**src/rtl/keystroke_pkg.sv**
```systemverilog
// Shared types and scancode-set-2 letter lookup for the PS/2 keystroke path.
// Letter codes run a=0..z=25; anything else maps to NONE_CODE.
package keystroke_pkg;

    typedef logic [4:0] letter_t;

    localparam letter_t    NONE_CODE  = 5'b11111;
    localparam logic [7:0] BRK_PREFIX = 8'hF0;
    localparam logic [7:0] EXT_PREFIX = 8'hE0;

    typedef enum logic [1:0] {
        IDLE,
        DATA,
        PARITY,
        STOP
    } rxState_t;

    function automatic letter_t scancode_to_letter(input logic [7:0] code);
        letter_t letter;
        case (code)
            8'h1C:   letter = 5'd0;
            8'h32:   letter = 5'd1;
            8'h21:   letter = 5'd2;
            8'h23:   letter = 5'd3;
            8'h24:   letter = 5'd4;
            8'h2B:   letter = 5'd5;
            8'h34:   letter = 5'd6;
            8'h33:   letter = 5'd7;
            8'h43:   letter = 5'd8;
            8'h3B:   letter = 5'd9;
            8'h42:   letter = 5'd10;
            8'h4B:   letter = 5'd11;
            8'h3A:   letter = 5'd12;
            8'h31:   letter = 5'd13;
            8'h44:   letter = 5'd14;
            8'h4D:   letter = 5'd15;
            8'h15:   letter = 5'd16;
            8'h2D:   letter = 5'd17;
            8'h1B:   letter = 5'd18;
            8'h2C:   letter = 5'd19;
            8'h3C:   letter = 5'd20;
            8'h2A:   letter = 5'd21;
            8'h1D:   letter = 5'd22;
            8'h22:   letter = 5'd23;
            8'h35:   letter = 5'd24;
            8'h1A:   letter = 5'd25;
            default: letter = NONE_CODE;
        endcase
        return letter;
    endfunction

endpackage

```
**src/rtl/ps2_frame_rx.sv**
```systemverilog
// PS/2 frame receiver: 2-FF sync, falling-edge detect, start/data/parity/stop FSM, mid-frame timeout.
// Latency: byte_rdy/frame_error one cycle after the deciding edge cycle. PS2_PARITY_CHECK_EN drops bad-parity bytes.
// No backpressure: byte_rdy and frame_error are single-cycle strobes.
module ps2_frame_rx
    import keystroke_pkg::*;
#(
    parameter int TIMEOUT_CYCLES = 50000
) (
    input  logic       clk,
    input  logic       reset,
    input  logic       ps2_clk,
    input  logic       ps2_data,
    output logic [7:0] rxByte,
    output logic       byte_rdy,
    output logic       frame_error
);

    localparam int              TO_W    = $clog2(TIMEOUT_CYCLES + 1);
    localparam logic [TO_W-1:0] TO_LAST = TO_W'(TIMEOUT_CYCLES - 1);

`ifdef PS2_PARITY_CHECK_EN
    localparam bit PARITY_CHECK = 1'b1;
`else
    localparam bit PARITY_CHECK = 1'b0;
`endif

    logic [1:0]      clkSync;
    logic [1:0]      dataSync;
    logic            clkPrev;
    logic            fallEdge;
    logic            bitIn;

    rxState_t        state, stateNext;
    logic [7:0]      shiftReg, shiftNext;
    logic [2:0]      bitCnt, bitCntNext;
    logic            parityBit, parityNext;
    logic [TO_W-1:0] toCnt;
    logic            timeout;
    logic            parityOk;
    logic            rdyNext;
    logic            errNext;

    // Synchronisers idle high so leaving reset never fakes a falling edge.
    always_ff @(posedge clk or posedge reset) begin
        if (reset) begin
            clkSync  <= 2'b11;
            dataSync <= 2'b11;
            clkPrev  <= 1'b1;
        end else begin
            clkSync  <= {clkSync[0], ps2_clk};
            dataSync <= {dataSync[0], ps2_data};
            clkPrev  <= clkSync[1];
        end
    end

    assign fallEdge = clkPrev & ~clkSync[1];
    assign bitIn    = dataSync[1];
    assign parityOk = ^{shiftReg, parityBit};
    assign timeout  = (state != IDLE) && !fallEdge && (toCnt == TO_LAST);
    assign rxByte   = shiftReg;

    always_ff @(posedge clk or posedge reset) begin
        if (reset) begin
            toCnt <= '0;
        end else if (fallEdge || state == IDLE) begin
            toCnt <= '0;
        end else begin
            toCnt <= toCnt + 1'b1;
        end
    end

    always_comb begin
        stateNext  = state;
        shiftNext  = shiftReg;
        bitCntNext = bitCnt;
        parityNext = parityBit;
        rdyNext    = 1'b0;
        errNext    = 1'b0;
        if (fallEdge) begin
            unique case (state)
                IDLE: begin
                    if (!bitIn) begin
                        stateNext  = DATA;
                        bitCntNext = 3'd0;
                    end else begin
                        errNext = 1'b1;
                    end
                end
                DATA: begin
                    shiftNext  = {bitIn, shiftReg[7:1]};
                    bitCntNext = bitCnt + 3'd1;
                    if (bitCnt == 3'd7) begin
                        stateNext = PARITY;
                    end
                end
                PARITY: begin
                    parityNext = bitIn;
                    stateNext  = STOP;
                end
                STOP: begin
                    stateNext = IDLE;
                    if (bitIn && (parityOk || !PARITY_CHECK)) begin
                        rdyNext = 1'b1;
                    end else begin
                        errNext = 1'b1;
                    end
                end
                default: stateNext = IDLE;
            endcase
        end
        if (timeout) begin
            stateNext = IDLE;
            errNext   = 1'b1;
        end
    end

    always_ff @(posedge clk or posedge reset) begin
        if (reset) begin
            state       <= IDLE;
            shiftReg    <= 8'h00;
            bitCnt      <= 3'd0;
            parityBit   <= 1'b0;
            byte_rdy    <= 1'b0;
            frame_error <= 1'b0;
        end else begin
            state       <= stateNext;
            shiftReg    <= shiftNext;
            bitCnt      <= bitCntNext;
            parityBit   <= parityNext;
            byte_rdy    <= rdyNext;
            frame_error <= errNext;
        end
    end

endmodule

```
**src/rtl/ps2_keystroke_decoder.sv**
```systemverilog
// PS/2 keyboard to letter keystroke decoder (scancode set 2); build option PS2_PARITY_CHECK_EN.
// Latency: outputs registered 2 cycles after the stop-bit edge cycle (edge N, byte_rdy N+1, outputs N+2).
// No backpressure: key_valid and frame_error are single-cycle strobes.
module ps2_keystroke_decoder #(
    parameter int         TIMEOUT_CYCLES = 50000,
    parameter logic [4:0] NONE_CODE      = 5'b11111
) (
    input  logic       clk,
    input  logic       reset,
    input  logic       ps2_clk,
    input  logic       ps2_data,
    output logic [4:0] keystroke,
    output logic       keyReleased,
    output logic       key_valid,
    output logic       frame_error
);

    import keystroke_pkg::*;

    logic [7:0] rxByte;
    logic       byte_rdy;
    logic       ext_flag;
    logic       brk_flag;
    letter_t    codeLetter;
    logic       isLetter;
    logic       isHeld;

    ps2_frame_rx #(
        .TIMEOUT_CYCLES(TIMEOUT_CYCLES)
    ) u_rx (
        .clk        (clk),
        .reset      (reset),
        .ps2_clk    (ps2_clk),
        .ps2_data   (ps2_data),
        .rxByte     (rxByte),
        .byte_rdy   (byte_rdy),
        .frame_error(frame_error)
    );

    // Extended (E0-prefixed) codes never count as letters.
    always_comb begin
        codeLetter = scancode_to_letter(rxByte);
        isLetter   = (codeLetter != keystroke_pkg::NONE_CODE) && !ext_flag;
        isHeld     = !keyReleased && (codeLetter == keystroke);
    end

    always_ff @(posedge clk or posedge reset) begin
        if (reset) begin
            ext_flag    <= 1'b0;
            brk_flag    <= 1'b0;
            keystroke   <= NONE_CODE;
            keyReleased <= 1'b1;
            key_valid   <= 1'b0;
        end else begin
            key_valid <= 1'b0;
            if (byte_rdy) begin
                if (rxByte == EXT_PREFIX) begin
                    ext_flag <= 1'b1;
                end else if (rxByte == BRK_PREFIX) begin
                    brk_flag <= 1'b1;
                end else begin
                    ext_flag <= 1'b0;
                    brk_flag <= 1'b0;
                    if (isLetter) begin
                        if (brk_flag) begin
                            if (isHeld) begin
                                keyReleased <= 1'b1;
                                keystroke   <= NONE_CODE;
                            end
                        end else if (!isHeld) begin
                            // Typematic repeats of the held key fall through silently.
                            keystroke   <= codeLetter;
                            keyReleased <= 1'b0;
                            key_valid   <= 1'b1;
                        end
                    end
                end
            end
        end
    end

endmodule
```
**config.mk**
```make
export PLATFORM = sky130hd
export DESIGN_NAME = ps2_keystroke_decoder
export DESIGN_NICKNAME = d
export VERILOG_FILES = /design/src/rtl/keystroke_pkg.sv /design/src/rtl/ps2_frame_rx.sv /design/src/rtl/ps2_keystroke_decoder.sv
export SDC_FILE = /design/constraint.sdc
export NUM_CORES = 1
export LEC_CHECK = 0
export BUFFER_PORTS_ARGS = -buffer_cell sky130_fd_sc_hd__clkbuf_2
export CORE_ASPECT_RATIO = 1.2
export CORE_MARGIN = 5
export CORE_UTILIZATION = 44
export CTS_CLUSTER_DIAMETER = 100
export DETAILED_ROUTE_END_ITERATION = 10
export GPL_ROUTABILITY_DRIVEN = 0
export SYNTH_ARGS = -nofsm -noshare
export SYNTH_HDL_FRONTEND = slang
export SYNTH_SLANG_ARGS = --single-unit
export TNS_END_PERCENT = 50
```
**constraint.sdc**
```tcl
create_clock -name clk -period 8.2 [get_ports clk]
set_clock_uncertainty 0.2 [all_clocks]
set_input_delay 1.64 -clock clk [delete_from_list [all_inputs] [get_ports clk]]
set_output_delay 1.64 -clock clk [all_outputs]
set_load 0.1 [all_outputs]
```
==> flow_summary.yaml <==
cts:
  h-tree-depth: 2
  clk_pin_slew_ns: 0.08
  cts_sinks: 45
  cts_resized: 0
  tritoncts: "built"
  clk_latency_ns: 0.29
  cts_buffers: 5
  ctsHoldBuffers: 0
  cts-root-buf: "clkbuf_8"
  postCtsSetupRepairBufs: 0
  max-clock-path-buffers: 2
timing:
  finalSetupTns_ns: 0
  max_slew_margin: 0.395
  rsz0062_at_grt: "false"
  slew_violations: 0
  hold_violations: 0
  finalCritPeriodShare: 0.486
  setup_viol: 0
  fmax_mhz: 251
  min_period_ns: 3.99
  worstMarginPinSlew_ns: 0.906
drt:
  vias_per_cell: 5.43
  wirelength_mm: 5.01
  post-route-drc-count: 0
  first_iter_violations: 84
  dr.pass1.iters: 4
  num_vias: 1964
  drtAntennaViolNets: 0
  avgRoutedWirePerCell_um: 13.8
grt:
  grt_pass1_vias: 1939
  grt.total_usage: 0.147
  grt_pass1_wl_mm: 9.05
  grt_max_degree: 46
  overflow: 0
  grt_antenna_before_repair: 0
power:
  p_sw_frac: 0.445
  pwr-share-seq: 0.410
  p_comb_frac: 0.439
  internal_power_mw: 0.486
  power_switching_mw: 0.390
  totalPowerFinal_mw: 0.876
  clockPowerShare: 0.151
  power_density_nw_per_um2: 304
  power.leakage_nw: 1.19
  ir_worst_vdd_mv: 0.167
die:
  row_count: 31
  die_width_um: 81.8
  start_util: 0.450
  die_h_um: 96.2
  ios: 12
  core-area_um2: 6050
  die_area_um2: 7870
logic_synthesis:
  yosys_warnings: 0
  synth_async_sr_flop_share: 1.00
  synthSimpleGateAreaFrac: 0.175
  synth_mux_area_frac: 0.0638
  synth_cell_types: 61
  synth_flop_cell: "dfrtp_1"
  synth_edf_count: 0
  netlist_area_um2: 2730
  syn_area_per_cell_um2: 9.91
  synth_top_family_by_area: "simple AND/OR/NAND/NOR gates"
  synth-xor-area-share: 0.0514
  synth_nets: 294
  synth_seq_cells: 45
  synth_compound_area_frac: 0.163
  syn-instance-count: 275
  yosys.area_share.adder: 0.0689
  ys_seq_area_frac: 0.418
placement:
  io_buffers: 11
  place_hpwl_mm: 3.55
cells_and_area:
  drive_above_1_share: 0.171
  diodes: 0
  nNetsFinal: 298
  fillers: 605
  area_growth_pct: 5.69
setup_path:
  cpMaxStageDelayCell: "dfrtp_1"
  critPathMaxStageDelay_ns: 0.48
  rr_startpoint: "u_rx.rxByte[1]"
  r2r_slack_ns: 4.21
  arrival_ns: 4.01
  crit_fanout: 10
  timing.rr.end: "keyReleased"
  critPathKind: "flip-flop to flip-flop"
  end_kind: "flip-flop"
  required_ns: 8.22
  cp-start-kind: "flip-flop"
  crit_path_frequent_cell: "ha_1"
  reg2reg_depth: 13
  path_cells: "inv_1 > ha_1 > ha_1 > mux2i_1 > o21ai_0 > a311o_1 > xnor2_1 > nor4_1 > nand3_1 > ha_1 > or3_1 > o21bai_4 > mux2_1"
worst_hold_path:
  hold_path_depth: 0
  worstHoldStart: "u_rx.dataSync[0]"
  worst_hold_path.endpoint: "u_rx.dataSync[1]"
  hp-class: "flip-flop to flip-flop"
run:
  max-cap-violations: 0
run_status:
  status: "finished clean"
## layer usage
layer | part of all wire | track usage
met1 | 0.46 | 0.191
met2 | 0.50 | 0.247
met5 | 0 | 0
met4 | 0.012 | 0.0457
met3 | 0.023 | 0.0281
## critical path, delay by kind of cell, from the launching register on
| kind | cells | cell delay, ns |
|---|---|---|
| buffers and inverters | 1 | 0.16 |
| AO/OA/AOI/OAI | 3 | 0.73 |
| XOR/XNOR | 1 | 0.15 |
| AND/OR/NAND/NOR | 3 | 0.83 |
| multiplexers | 2 | 0.45 |
| adder cells (fa/ha/maj) | 3 | 0.94 |
| flip-flops | 1 | 0.48 |
## layout make-up
class	count	area, µm²	area share
flip-flops and latches	45	1140	0.396
multi-input cells	196	1420	0.494
inverters	20	75.1	0.0261
repair buffers	11	55.1	0.0191
well taps	82	103	0.0356
clock buffers	7	76.3	0.0265
clock inverters	1	7.51	0.00261
## placed cells by master, fill, tap and decap left out, types with 2 or more instances in the layout
| master | instances |
|---|---|
| a2111oi_0 | 2 |
| a211o_1 | 3 |
| a211oi_1 | 3 |
| a21oi_1 | 16 |
| a22o_1 | 2 |
| and3_1 | 2 |
| clkbuf_1 | 2 |
| clkbuf_2 | 11 |
| clkbuf_8 | 5 |
| dfrtp_1 | 34 |
| dfstp_2 | 11 |
| ha_1 | 15 |
| inv_1 | 19 |
| mux2_2 | 4 |
| mux2i_1 | 8 |
| nand2_1 | 20 |
| nand2b_1 | 2 |
| nand3_1 | 8 |
| nand3b_1 | 2 |
| nand4_1 | 3 |
| nor2_1 | 21 |
| nor2b_1 | 2 |
| nor3_1 | 6 |
| nor3b_1 | 2 |
| nor4b_1 | 2 |
| o21a_1 | 2 |
| o21ai_0 | 17 |
| o21ai_1 | 2 |
| o311ai_2 | 2 |
| or2_2 | 3 |
| or3_1 | 6 |
| xnor2_1 | 8 |
| xor2_1 | 8 |
## flip-flops by register name, summed over array words and instances (netlist names), 2 cells and up
name / count
u_rx.toCnt: 16
u_rx.state: 2
u_rx.dataSync: 2
u_rx.rxByte: 8
keystroke: 5
u_rx.clkSync: 2
u_rx.bitCnt: 3
## cells by family after synthesis
kind of cell / count (synthesis)
mux: 15
xor+xnor: 16
compound gates: 62
fa+ha+maj: 15
buf+inv: 34
simple gates: 88
flops: 45
## cell usage after synthesis, drive strengths merged (3+ instances only)
master | instances | share of area
inv | 20 | 0.028
nor3 | 6 | 0.011
xnor2 | 8 | 0.026
or2 | 3 | 0.0069
a211oi | 3 | 0.0083
and3 | 3 | 0.0073
nand3 | 8 | 0.015
clkbuf | 8 | 0.015
nor2 | 21 | 0.029
buf | 6 | 0.017
a21oi | 16 | 0.029
o21ai | 19 | 0.035
ha | 15 | 0.069
nand4 | 3 | 0.0069
a211o | 3 | 0.0096
mux2i | 8 | 0.029
dfrtp | 34 | 0.31
xor2 | 8 | 0.026
or3 | 6 | 0.014
mux2 | 6 | 0.026
nand2 | 20 | 0.028
or4b | 3 | 0.012
dfstp | 11 | 0.11
## per-stage QoR
stage,cell area [µm²],utilization,setup WS [ns],hold WS (ns),cells
floorplan,2730,-,4.55,0.145,275
global placement,2800,0.462,4.33,0.146,354
detailed placement,2800,0.462,4.23,0.147,354
CTS,2880,0.476,4.22,0.160,362
global route,2880,0.476,3.93,0.165,362
finish,2880,0.476,4.21,0.158,362
## power by group through the flow
stage / Combinational, mW / Clock, mW / Sequential, mW
2_1_floorplan: 0.331 / 0 / 0.357
3_3_place_gp: 0.387 / 0 / 0.359
3_5_place_dp: 0.387 / 0 / 0.361
4_1_cts: 0.388 / 0.138 / 0.357
5_1_grt: 0.432 / 0.148 / 0.372
6_report: 0.385 / 0.132 / 0.359
## worst max path at each step
stage                              start           to  cells past startpoint
after global routing      u_rx.rxByte[1]  keyReleased                     13
final                     u_rx.rxByte[1]  keyReleased                     13
after global placement    u_rx.rxByte[1]  keyReleased                     13
after floorplan           u_rx.rxByte[1]  keyReleased                     14
after detailed placement  u_rx.rxByte[1]  keyReleased                     13
after CTS                 u_rx.rxByte[1]  keyReleased                     13
No activity file was read; power rests on OpenSTA's default activity.
